`src/rtl/arbiter_jednostki.sv`:
```
// Two-port round-robin arbiter/sequencer in front of a shared combinational
// arithmetic datapath. One transaction at a time: accept, issue, respond.
module arbiter_jednostki #(
    parameter int unsigned BITS = 32,
    parameter int unsigned OPW  = 2
) (
    input  logic            i_clk,
    input  logic            i_rst,
    input  logic            i_req0_valid,
    output logic            o_req0_ready,
    input  logic [OPW-1:0]  i_req0_op,
    input  logic [BITS-1:0] i_req0_arg_A,
    input  logic [BITS-1:0] i_req0_arg_B,
    input  logic            i_req1_valid,
    output logic            o_req1_ready,
    input  logic [OPW-1:0]  i_req1_op,
    input  logic [BITS-1:0] i_req1_arg_A,
    input  logic [BITS-1:0] i_req1_arg_B,
    output logic [OPW-1:0]  o_dp_op,
    output logic [BITS-1:0] o_dp_arg_A,
    output logic [BITS-1:0] o_dp_arg_B,
    input  logic [BITS-1:0] i_dp_result,
    input  logic            i_dp_error,
    output logic            o_rsp_valid,
    input  logic            i_rsp_ready,
    output logic            o_rsp_id,
    output logic [BITS-1:0] o_rsp_result,
    output logic            o_rsp_error,
    output logic            o_busy
);

    localparam logic [1:0] IDLE  = 2'd0;
    localparam logic [1:0] ISSUE = 2'd1;
    localparam logic [1:0] RESP  = 2'd2;

    logic [1:0]      state_q, state_d;
    logic            last_grant_q;
    logic            grant_q;
    logic            sel;
    logic            accept;
    logic [OPW-1:0]  dp_op_q;
    logic [BITS-1:0] dp_a_q, dp_b_q;
    logic            rsp_valid_q;
    logic            rsp_id_q;
    logic [BITS-1:0] rsp_result_q;
    logic            rsp_error_q;

    // Pick a port: a lone valid wins outright, a tie goes to the port not served last.
    always_comb begin
        if (i_req0_valid && i_req1_valid) begin
            sel = ~last_grant_q;
        end else begin
            sel = i_req1_valid;
        end
        o_req0_ready = (state_q == IDLE) && i_req0_valid && !sel;
        o_req1_ready = (state_q == IDLE) && i_req1_valid && sel;
        accept       = o_req0_ready || o_req1_ready;
    end

    // Sequencer next state: IDLE -> ISSUE (one cycle) -> RESP until consumed.
    always_comb begin
        state_d = state_q;
        unique case (state_q)
            IDLE:    if (accept) state_d = ISSUE;
            ISSUE:   state_d = RESP;
            RESP:    if (i_rsp_ready) state_d = IDLE;
            default: state_d = IDLE;
        endcase
    end

    // State, arbitration history and the operand registers feeding the datapath.
    always_ff @(posedge i_clk or posedge i_rst) begin
        if (i_rst) begin
            state_q      <= IDLE;
            last_grant_q <= 1'b1;
            grant_q      <= 1'b0;
            dp_op_q      <= '0;
            dp_a_q       <= '0;
            dp_b_q       <= '0;
        end else begin
            state_q <= state_d;
            if (accept) begin
                last_grant_q <= sel;
                grant_q      <= sel;
                dp_op_q      <= sel ? i_req1_op    : i_req0_op;
                dp_a_q       <= sel ? i_req1_arg_A : i_req0_arg_A;
                dp_b_q       <= sel ? i_req1_arg_B : i_req0_arg_B;
            end
        end
    end

    // Response registers: capture the datapath at the end of ISSUE, hold until consumed.
    always_ff @(posedge i_clk or posedge i_rst) begin
        if (i_rst) begin
            rsp_valid_q  <= 1'b0;
            rsp_id_q     <= 1'b0;
            rsp_result_q <= '0;
            rsp_error_q  <= 1'b0;
        end else if (state_q == ISSUE) begin
            rsp_valid_q  <= 1'b1;
            rsp_id_q     <= grant_q;
            rsp_result_q <= i_dp_result;
            rsp_error_q  <= i_dp_error;
        end else if (state_q == RESP && i_rsp_ready) begin
            rsp_valid_q <= 1'b0;
        end
    end

    assign o_dp_op      = dp_op_q;
    assign o_dp_arg_A   = dp_a_q;
    assign o_dp_arg_B   = dp_b_q;
    assign o_rsp_valid  = rsp_valid_q;
    assign o_rsp_id     = rsp_id_q;
    assign o_rsp_result = rsp_result_q;
    assign o_rsp_error  = rsp_error_q;
    assign o_busy       = (state_q != IDLE);

endmodule

```
`config.mk`:
```
export PLATFORM = sky130hd
export DESIGN_NAME = arbiter_jednostki
export DESIGN_NICKNAME = d
export VERILOG_FILES = /design/src/rtl/arbiter_jednostki.sv
export SDC_FILE = /design/constraint.sdc
export NUM_CORES = 1
export LEC_CHECK = 0
export CORE_AREA = 2 2 105 107
export CTS_BUF_LIST = sky130_fd_sc_hd__clkbuf_16
export DETAILED_ROUTE_END_ITERATION = 8
export DIE_AREA = 0 0 107 109
export DONT_BUFFER_PORTS = 1
export PLACE_DENSITY = 0.66
export REMOVE_ABC_BUFFERS = 1
export SYNTH_ARGS = -nofsm -noshare
export SYNTH_HDL_FRONTEND = slang
export SYNTH_SLANG_ARGS = --single-unit
export TNS_END_PERCENT = 100
```
`constraint.sdc`:
```
create_clock -name i_clk -period 3.33 [get_ports i_clk]
set_input_delay 0.1665 -clock i_clk [delete_from_list [all_inputs] [get_ports i_clk]]
set_output_delay 0.1665 -clock i_clk [all_outputs]
set_load 0.01 [all_outputs]
```
==> summary.md <==
| Metric | Value |
|---|---|
| Setup violators final | 0 |
| Fin crit period | 2.220 ns |
| Net Sw Power | about 1.9 mW |
| Placer Congestion | 0.7627 |
| DR vias/cell | roughly 5.5 |
| Num CTS Buffers | 9 |
| Crit Path Max Fanout | approximately 70 |
| CTS tree | built |
| Clock network power share | 0.211 |
| WP data arrival | approximately 2.5 ns |
| Ys async rst share | 1.000 |
| Status | finished, final reports clean |
| DRC errors left | 0 |
| Hold crit path type | in2reg |
| Synth area leaders | dfrtp_1 (54%), mux2_2 (30%), mux2_4 (11%) |
| Required @ worst endpoint | around 3.6 ns |
| Clk_lat worst skew | 0.34 ns |
| Final Cycle Share | 0.6668 |
| Synth cell count leaders | mux2_2 (130), dfrtp_1 (104), mux2_4 (36), buf_2 (12), buf_6 (4) |
| Clk sinks | between 100 and 150 |
| Final clock skew | about 0.0073 ns |
| Register area | 0.002629 sq mm |
| Leakage power | ~2.4 nW |
| TritonRoute pass-1 iters | 4 |
| Starting density of the core | 0.4587 |
| Mapped Cells | just over 300 |
| Vias | roughly 2700 |
| Simple-gate share of the synthesized area | 0.01132 |
| Fillers | approximately 890 |
| Compound-cell area share of the yosys netlist | 0.008233 |
| Post-CTS setup buffers | 0 |
| Area of the multi-input gates | around 0.0021 sq mm |
| Worst hold stages | 3 |
| Initial antenna violation count | 0 |
| Chip Height | around 110 um |
| Count leader, synth | mux2_2 |
| Final setup TNS | 0 ns |
| Worst hold slack | 0.07447 ns |
| P&R area growth vs syn | 16.41% |
| Number of DRC markers in iteration 0 | about 110 |
| Maximum VDD drop | between 700 and 800 uV |
| PD cells | between 900 and 1000 mW/mm^2 |
| Seq/Total Area, Yosys | 0.5405 |
| Main combinational cell family by area after synthesis | multiplexers |
| Final setup margin | approximately 1.1 ns |
| Fin. Hold Viols | 0 |
| Combinational power share | 0.295 |
| IO Port Bufs | 0 |
| Wire length per cell | roughly 22 um |
| Synth Area in Adders | 0 |
| Die width | approximately 110 um |
| Die area | 0.01166 sq mm |
| Post-cts sizing count | 0 |
| Slew HR | 0.2747 |
| Startpoint types | flip-flop |
| Worst r2r path cells | 3 |
| Number of synthesized flops with an enable pin | 0 |
| Fin. max-slew vios | 0 |
| Antenna Cells | 0 |
| Worst slack at placement | 1.101 ns |
| Int Power | around 3.7 mW |
| Synth area leader | dfrtp_1 |
| Crit end category | flip-flop |
| H-tree depth reported by CTS | 3 |
| Crit path kind | reg2reg |
| CTS root buffer | clkbuf_16 |
| Mux cell area share after synthesis | 0.4121 |
| Final ANT Viol Nets | 0 |
| Share of the synthesized area in the top cell type | 0.5351 |
| Clock tree buffer depth | 2 |
| Ys flop type | dfrtp_1 |
| Share of total power consumed by net switching | 0.3339 |
| Synth Area in XOR/XNOR | 0 |
| Max cap viols | 0 |
| Largest net degree at the start of global routing | 72 |
| RSZ-0062 raised after global routing | false |
| Vias in the first global route | around 2800 |
| Synthesized flop and latch total | approximately 110 |
| Final nets | 510 |
| Actual slew at the worst max-slew pin | approximately 1.1 ns |
| Global Route Usage Sum | 0.1763 |
| Average instance area after synthesis | between 15 and 20 sq um |
| Post-synthesis instance area | slightly below 0.005 sq mm |
| Synth warn | 0 |
| Fraction of layout cells with a size suffix above 1 | 0.5536 |
| Site row count | 38 |
| Post-DP HPWL | slightly above 7000 um |
| Gr ovfl total | 0 |
| Top-level port count | about 270 |
| Worst-path clk slew | around 0.07 ns |
| First-pass GRT wire length | 15510 um |
| Core ar. | 0.01060 sq mm |
| Total Wirelength | between 10000 and 15000 um |
| Cell variety after synth | 21 |
| Fmax | approximately 0.45 GHz |
| Flop pwr share | 0.494 |
## cell usage in the layout, fill, tap and decap left out
| cell type | Yosys | layout |
|---|---|---|
| nor2b_2 | 0 | 1 |
| clkinvlp_4 | 0 | 1 |
| nor2b_1 | 2 | 1 |
| clkinv_1 | 0 | 1 |
| buf_12 | 0 | 1 |
| or3b_2 | 1 | 1 |
| clkbuf_16 | 0 | 9 |
| bufinv_16 | 0 | 3 |
| o21a_4 | 0 | 1 |
| nor3b_1 | 1 | 1 |
| clkinv_2 | 0 | 1 |
| mux2_2 | 130 | 130 |
| or2_2 | 1 | 1 |
| a21bo_4 | 0 | 1 |
| a21oi_1 | 2 | 2 |
| mux2_4 | 36 | 36 |
| nor2_1 | 1 | 1 |
| dfstp_2 | 1 | 1 |
| inv_4 | 0 | 1 |
| dfrtp_1 | 104 | 104 |
| buf_4 | 2 | 3 |
| nor3_1 | 1 | 1 |
| nand2_1 | 3 | 3 |
| o21ai_0 | 1 | 1 |
| a21o_1 | 1 | 1 |
| dlygate4sd3_1 | 0 | 35 |
| inv_1 | 3 | 3 |
## metal layers
metal | vias to the layer above | GRT usage | wire, um
li1 | 1161 | - | -
met1 | 1349 | 0.1990 | 3862
met2 | 128 | 0.3039 | 5638
met3 | 25 | 0.05977 | 798
met4 | 0 | 0.07885 | 264
met5 | - | 0 | 0
## timing repair
action | CTS | global route
hold endpoints to repair | 102 | 0
setup endpoints to repair | 0 | 0
hold buffers | 35 | 0
## final timing paths
| path | endpoint | start | slack, ns |
|---|---|---|---|
| max | o_dp_arg_B[23] | last_grant_q | 1.11 |
| min | o_rsp_valid | i_rsp_ready | 0.07 |
| max reg2reg | o_dp_arg_B[23] | last_grant_q | 1.11 |
| min reg2reg | grant_q | grant_q | 0.48 |
| max in group asynchronous | o_dp_arg_B[24] | i_rst | 2.00 |
| min in group asynchronous | o_rsp_result[29] | i_rst | 0.52 |
## flip-flops by register name (all words and copies together), names as in the netlist
name / count
o_dp_arg_A: 32
o_dp_arg_B: 32
o_rsp_result: 32
o_dp_op: 2
state_q: 2
grant_q: 1
last_grant_q: 1
o_rsp_error: 1
o_rsp_id: 1
o_rsp_valid: 1
## worst max-delay path, stage by stage, from the launching register on
cell and delay [ns]:
dfstp_2 0.55, a21bo_4 0.83, mux2_2 0.42, mux2_2 0.27
## kinds of logic after synthesis
| family | count (synthesis) |
|---|---|
| muxes | 166 |
| DFF | 105 |
| buffers and inverters | 22 |
| and+or+nand+nor | 10 |
| AOI/OAI and AO/OA | 6 |
## metrics by stage
stage | power (mW) | cell area [sq um] | cells | util
global route | 5.910 | 5662 | 485 | 0.5340
floorplan | 4.056 | 4740 | 290 | -
detailed placement | 4.412 | 4976 | 434 | 0.4693
CTS | 5.658 | 5662 | 485 | 0.5340
finish | 5.610 | 5662 | 485 | 0.5340
global placement | 4.352 | 4976 | 434 | 0.4693
## cell type report
class / instances / share of cell area
Inverter: 3 / 0.002431
Clock inverter: 7 / 0.01945
Timing Repair Buffer: 39 / 0.06939
Clock buffer: 9 / 0.03978
Sequential cell: 105 / 0.4643
Multi-Input combinational cell: 182 / 0.3737
Tap cell: 140 / 0.03094
## power groups by stage
| stage | registers, mW | logic, mW | clock network, mW |
|---|---|---|---|
| 3_3_place_gp | 2.78 | 1.57 | 0 |
| 3_5_place_dp | 2.78 | 1.63 | 0 |
| 4_1_cts | 2.77 | 1.67 | 1.22 |
| 2_1_floorplan | 2.59 | 1.47 | 0 |
| 5_1_grt | 2.84 | 1.80 | 1.26 |
| 6_report | 2.77 | 1.66 | 1.18 |
No activity file was read; power rests on OpenSTA's default activity.
